--- src/rtl/blackjack_input_pkg.sv ---
// Shared definitions for the debounced button front end:
// command encodings, FSM states and the key-to-command map.
`ifndef GAMECOMMAND_SVH
`define GAMECOMMAND_SVH
`define gameCommand logic [1:0]
`define COMMAND_NONE 2'b00
`define COMMAND_HIT 2'b01
`define COMMAND_STAND 2'b10
`endif

package blackjack_input_pkg;

    typedef enum logic [1:0] {
        S_IDLE,
        S_HOLD,
        S_RELEASE
    } state_t;

    // New commands are mapped to key indices here only.
    function automatic `gameCommand key_to_command(input int idx);
        `gameCommand cmd;
        case (idx)
            0:       cmd = `COMMAND_HIT;
            1:       cmd = `COMMAND_STAND;
            default: cmd = `COMMAND_NONE;
        endcase
        return cmd;
    endfunction

endpackage

--- src/rtl/user_input_debounced_key_debouncer.sv ---
// One active-low button: 2-flop synchroniser, debounce counter,
// debounced level and a one-cycle press pulse.
module key_debouncer #(
    parameter int DEBOUNCE_CYCLES = 4
) (
    input  logic i_clk,
    input  logic i_reset,
    input  logic i_key_n,
    output logic o_pressed,
    output logic o_press
);

    localparam int CW = $clog2(DEBOUNCE_CYCLES + 1);
    localparam logic [CW-1:0] CNT_LAST = CW'(DEBOUNCE_CYCLES - 1);

    logic          sync1_q;
    logic          sync2_q;
    logic          pressed_q;
    logic          pressed_d;
    logic [CW-1:0] cnt_q;
    logic [CW-1:0] cnt_d;
    logic          press_q;
    logic          press_d;
    logic          armed_q;
    logic          armed_d;
    logic [1:0]    warm_q;
    logic          raw;

    assign raw = ~sync2_q;

    // Arming only once a released level is seen keeps a key held
    // through reset from producing a press.
    always_comb begin
        cnt_d     = '0;
        pressed_d = pressed_q;
        press_d   = 1'b0;
        armed_d   = armed_q | (warm_q[1] & ~raw & ~pressed_q);
        if (raw != pressed_q) begin
            if (cnt_q == CNT_LAST) begin
                pressed_d = raw;
                press_d   = raw & armed_q;
            end else begin
                cnt_d = cnt_q + 1'b1;
            end
        end
    end

    always_ff @(posedge i_clk) begin
        if (i_reset) begin
            sync1_q   <= 1'b1;
            sync2_q   <= 1'b1;
            pressed_q <= 1'b0;
            cnt_q     <= '0;
            press_q   <= 1'b0;
            armed_q   <= 1'b0;
            warm_q    <= 2'b00;
        end else begin
            sync1_q   <= i_key_n;
            sync2_q   <= sync1_q;
            pressed_q <= pressed_d;
            cnt_q     <= cnt_d;
            press_q   <= press_d;
            armed_q   <= armed_d;
            warm_q    <= {warm_q[0], 1'b1};
        end
    end

    assign o_pressed = pressed_q;
    assign o_press   = press_q;

endmodule

--- src/rtl/user_input_debounced.sv ---
// Debounced button-to-command front end with a ready/ack handshake
// towards the game controller; one press yields one command.
module user_input_debounced
    import blackjack_input_pkg::*;
#(
    parameter int NUM_KEYS        = 2,
    parameter int DEBOUNCE_CYCLES = 4
) (
    input  logic                i_clk,
    input  logic                i_reset,
    input  logic                i_turnIndicator,
    input  logic [NUM_KEYS-1:0] i_KEY,
    input  logic                i_ack,
    output logic                o_ready,
    output `gameCommand         o_command,
    output logic [NUM_KEYS-1:0] o_keyPressed
);

    logic [NUM_KEYS-1:0] pressed;
    logic [NUM_KEYS-1:0] press;

    for (genvar g = 0; g < NUM_KEYS; g++) begin : g_key
        key_debouncer #(
            .DEBOUNCE_CYCLES(DEBOUNCE_CYCLES)
        ) u_deb (
            .i_clk    (i_clk),
            .i_reset  (i_reset),
            .i_key_n  (i_KEY[g]),
            .o_pressed(pressed[g]),
            .o_press  (press[g])
        );
    end

    state_t      state_q;
    state_t      state_d;
    logic        ready_q;
    logic        ready_d;
    `gameCommand cmd_q;
    `gameCommand cmd_d;
    logic        sel_valid;
    `gameCommand sel_cmd;

    // Highest-index mapped press wins; unmapped keys never block others.
    always_comb begin
        sel_valid = 1'b0;
        sel_cmd   = `COMMAND_NONE;
        for (int i = 0; i < NUM_KEYS; i++) begin
            if (press[i] && key_to_command(i) != `COMMAND_NONE) begin
                sel_valid = 1'b1;
                sel_cmd   = key_to_command(i);
            end
        end
    end

    always_comb begin
        state_d = state_q;
        ready_d = ready_q;
        cmd_d   = cmd_q;
        case (state_q)
            S_IDLE: begin
                if (i_turnIndicator && sel_valid) begin
                    ready_d = 1'b1;
                    cmd_d   = sel_cmd;
                    state_d = S_HOLD;
                end
            end
            S_HOLD: begin
                if (i_ack || !i_turnIndicator) begin
                    ready_d = 1'b0;
                    cmd_d   = `COMMAND_NONE;
                    state_d = (|pressed) ? S_RELEASE : S_IDLE;
                end
            end
            S_RELEASE: begin
                if (!(|pressed)) begin
                    state_d = S_IDLE;
                end
            end
            default: begin
                ready_d = 1'b0;
                cmd_d   = `COMMAND_NONE;
                state_d = S_IDLE;
            end
        endcase
    end

    always_ff @(posedge i_clk) begin
        if (i_reset) begin
            state_q <= S_IDLE;
            ready_q <= 1'b0;
            cmd_q   <= `COMMAND_NONE;
        end else begin
            state_q <= state_d;
            ready_q <= ready_d;
            cmd_q   <= cmd_d;
        end
    end

    assign o_ready      = ready_q;
    assign o_command    = cmd_q;
    assign o_keyPressed = pressed;

endmodule

--- config.mk ---
export PLATFORM = sky130hd
export DESIGN_NAME = user_input_debounced
export DESIGN_NICKNAME = d
export VERILOG_FILES = /design/src/rtl/blackjack_input_pkg.sv /design/src/rtl/user_input_debounced_key_debouncer.sv /design/src/rtl/user_input_debounced.sv
export SDC_FILE = /design/constraint.sdc
export NUM_CORES = 1
export LEC_CHECK = 0
export ABC_AREA = 0
export BUFFER_PORTS_ARGS = -buffer_cell sky130_fd_sc_hd__buf_4
export CAP_MARGIN = 30
export CORE_UTILIZATION = 58
export DETAILED_ROUTE_END_ITERATION = 8
export HOLD_SLACK_MARGIN = 0.08
export PLACE_DENSITY_LB_ADDON = 0.12
export SYNTH_ARGS = -nofsm -noshare
export SYNTH_HDL_FRONTEND = slang
export SYNTH_SLANG_ARGS = --single-unit
--- constraint.sdc ---
create_clock -name i_clk -period 1.7 [get_ports i_clk]
set_input_delay 0.51 -clock i_clk [delete_from_list [all_inputs] [get_ports i_clk]]
set_output_delay 0.51 -clock i_clk [all_outputs]
set_load 0.05 [all_outputs]
==> load_flow_metrics.sql <==
INSERT INTO impl_metrics (metric_group, metric, value, unit) VALUES
('status', 'status', 'finished, final reports clean', ''),
('worst_setup_path', 'start_kind', 'register', ''),
('die', 'die_outline_area', '0.00167', 'sq mm'),
('power', 'p_int', '0.659', 'mW'),
('power', 'power.density', '863', 'mW/mm^2'),
('clock_network', 'postCtsResizedCells', '0', ''),
('synthesis', 'synth_enable_flop_cells', '0', ''),
('die', 'fp.dieH', '40.8', 'microns'),
('synthesis', 'synth_seq_cells', '23', ''),
('finish', 'nets', '109', ''),
('placed_design', 'post-dp-hpwl', '948', 'microns'),
('finish', 'areaGrowthSynthToFinish', '10.3', '%'),
('worst_setup_path', 'critPathMaxFanout', '6', ''),
('global_routing', 'grt_use_met2', '31.3', '%'),
('power', 'clock_power_share', '28.9', '%'),
('synthesis', 'mappedNetlistNets', '99', ''),
('die', 'die_width', '40.8', 'microns'),
('finish', 'most_frequent_standard_cell_in_the_layout_excluding_fill_and_tap_cells', 'dfxtp_1', ''),
('worst_setup_path', 'crit_path_end_kind', 'output port', ''),
('worst_setup_path', 'cp_num_buf_inv', '1', ''),
('global_routing', 'grt_max_degree', '18', ''),
('clock_network', 'clkTransAtPathRegs', '0.12', 'ns'),
('clock_network', 'cts_hold_buffers', '0', ''),
('die', 'placementRows', '13', ''),
('finish', 'drive_above_1_share', '19.4', '%'),
('timing', 'timing_worst_slew_pin_value', '0.336', 'ns'),
('die', 'floorplan.io_pins', '11', ''),
('worst_setup_path', 'crit_chain', 'buf_4', ''),
('synthesis', 'ys_seq_area_share', '52.6', '%'),
('drt', 'route.final.wire_length', '1280', 'microns'),
('worst_setup_path', 'setup.worst_path.start', 'g_key[0].u_deb.o_pressed$_SDFFE_PP0P_', ''),
('synthesis', 'ys_dominant_reg_cell', 'dfxtp_1', ''),
('drt', 'drt_antenna_net_count', '0', ''),
('power', 'max-vdd-ir-drop', '769', 'uV'),
('power', 'seq_power_share', '66.8', '%'),
('global_routing', 'grt_first_pass_wirelength', '1990', 'microns'),
('drt', 'violation_count_after_the_first_detailed_route_iteration', '10', ''),
('power', 'share_comb_of_total_power', '4.4', '%'),
('clock_network', 'h-tree-depth', '1', ''),
('drt', 'detailed_routing_iteration_count_for_the_pre_antenna_repair_pass', '4', ''),
('power', 'switching_power_total', '0.174', 'mW'),
('power', 'total_power', '0.833', 'mW'),
('global_routing', 'grt_remaining_overflow', '0', ''),
('timing', 'setup_repair_after_global_routing_missed_its_margin', 'no', ''),
('drt', 'drt_drc_violations_left', '0', ''),
('worst_setup_path', 'path_delay_family', 'flip-flops', ''),
('timing', 'fin_crit_sh', '86.5', '%'),
('timing', 'worst_clock_skew', '0.00335', 'ns'),
('timing', 'report.final.hold_viol_count', '0', ''),
('global_routing', 'vias_in_the_first_global_route', '504', ''),
('timing', 'period_minus_slack', '1.47', 'ns'),
('synthesis', 'synth.lib_cells_used.distinct', '26', ''),
('clock_network', 'cts.root.buffer_cell', 'clkbuf_4', ''),
('placed_design', 'place.port_buffers', '10', ''),
('clock_network', 'cts.sink_count', '23', ''),
('finish', 'num_antenna_cells', '0', ''),
('clock_network', 'numCtsBuffers', '3', ''),
('synthesis', 'postSynthAreaPerCell', '9.83', 'sq um'),
('job', 'timing.max_cap.violations', '0', ''),
('drt', 'detailroute.via_count', '615', ''),
('worst_setup_path', 'critical_path_required', '1.19', 'ns'),
('synthesis', 'syn_area', '875', 'sq um'),
('clock_network', 'cts_tree', 'done', ''),
('synthesis', 'netlist_instances', '89', ''),
('clock_network', 'clock_path_buffers', '2', ''),
('synthesis', 'synth_area_leaders', 'dfxtp_1 53%, nor2_1 6.9%, ha_1 5.7%', ''),
('die', 'core', '0.00135', 'sq mm'),
('worst_setup_path', 'cp.arrival', '0.96', 'ns'),
('worst_setup_path', 'crit_path_top_delay_cell', 'dfxtp_1', ''),
('timing', 'final_max_slew_viol_count', '0', ''),
('synthesis', 'synth.largest_area_cell', 'dfxtp_1', '');
## cells in the mapped netlist, drive strengths merged (2+ instances only)
cell type,number
a31oi,2
nor3,4
o21ai,2
nor2,16
nor2b,3
ha,4
buf,5
nand3b,2
and4,2
and2,2
or2,4
inv,7
dfxtp,23
a211oi,2
## final cells by class
type,count,area [sq um]
well taps,15,18.8
clock buffers,4,26.3
flip-flops and latches,23,460
multi-input cells,54,358
fillers,100,385
inverters,7,26.3
repair buffers,10,75.1
## power by group through the flow
stage / Clock, mW / Combinational (mW) / Sequential (mW)
final: 0.240 / 0.0365 / 0.556
after global routing: 0.267 / 0.0420 / 0.557
after CTS: 0.247 / 0.0367 / 0.556
after detailed placement: 0 / 0.0367 / 0.568
after global placement: 0 / 0.0353 / 0.568
after floorplan: 0 / 0.0227 / 0.567
## final timing paths
kind	endpoint	slack (ns)	depth (start not counted)
setup / recovery	o_keyPressed[0]	0.23	1
hold / removal	g_key[1].u_deb.sync1_q$_SDFF_PP1_	0.39	2
setup reg to reg	g_key[0].u_deb.cnt_q[2]$_SDFF_PP0_	0.52	5
hold reg to reg	g_key[1].u_deb.sync2_q$_SDFF_PP1_	0.42	1
## flip-flops by register name (all words and copies together) (netlist names)
register               count
g_key.u_deb.o_press        2
state_q                    2
g_key.u_deb.o_pressed      2
g_key.u_deb.armed_q        2
o_ready                    1
o_command                  2
g_key.u_deb.sync2_q        2
g_key.u_deb.cnt_q          6
g_key.u_deb.sync1_q        2
g_key.u_deb.warm_q         2
## cell families after synthesis
group | Yosys count | share of synthesized area [%]
compound gates | 13 | 11.0
fa+ha+maj | 4 | 5.72
buf+inv | 12 | 6.44
flops | 23 | 52.6
simple gates | 37 | 24.2
## metrics by stage
step / hold WS, ns / setup slack, ns / instance area [sq um]
5_1_grt: 0.372 / 0.178 / 965
2_1_floorplan: 0.389 / 0.475 / 875
3_5_place_dp: 0.396 / 0.366 / 938
3_3_place_gp: 0.392 / 0.410 / 938
6_report: 0.390 / 0.230 / 965
4_1_cts: 0.382 / 0.218 / 965
## metal layers
| metal | up-vias | routed length (microns) |
|---|---|---|
| met3 | 2 | 37 |
| met5 | - | 0 |
| met2 | 7 | 568 |
| li1 | 320 | - |
| met4 | 0 | 17 |
| met1 | 286 | 653 |
No activity file was read; power rests on OpenSTA's default activity.
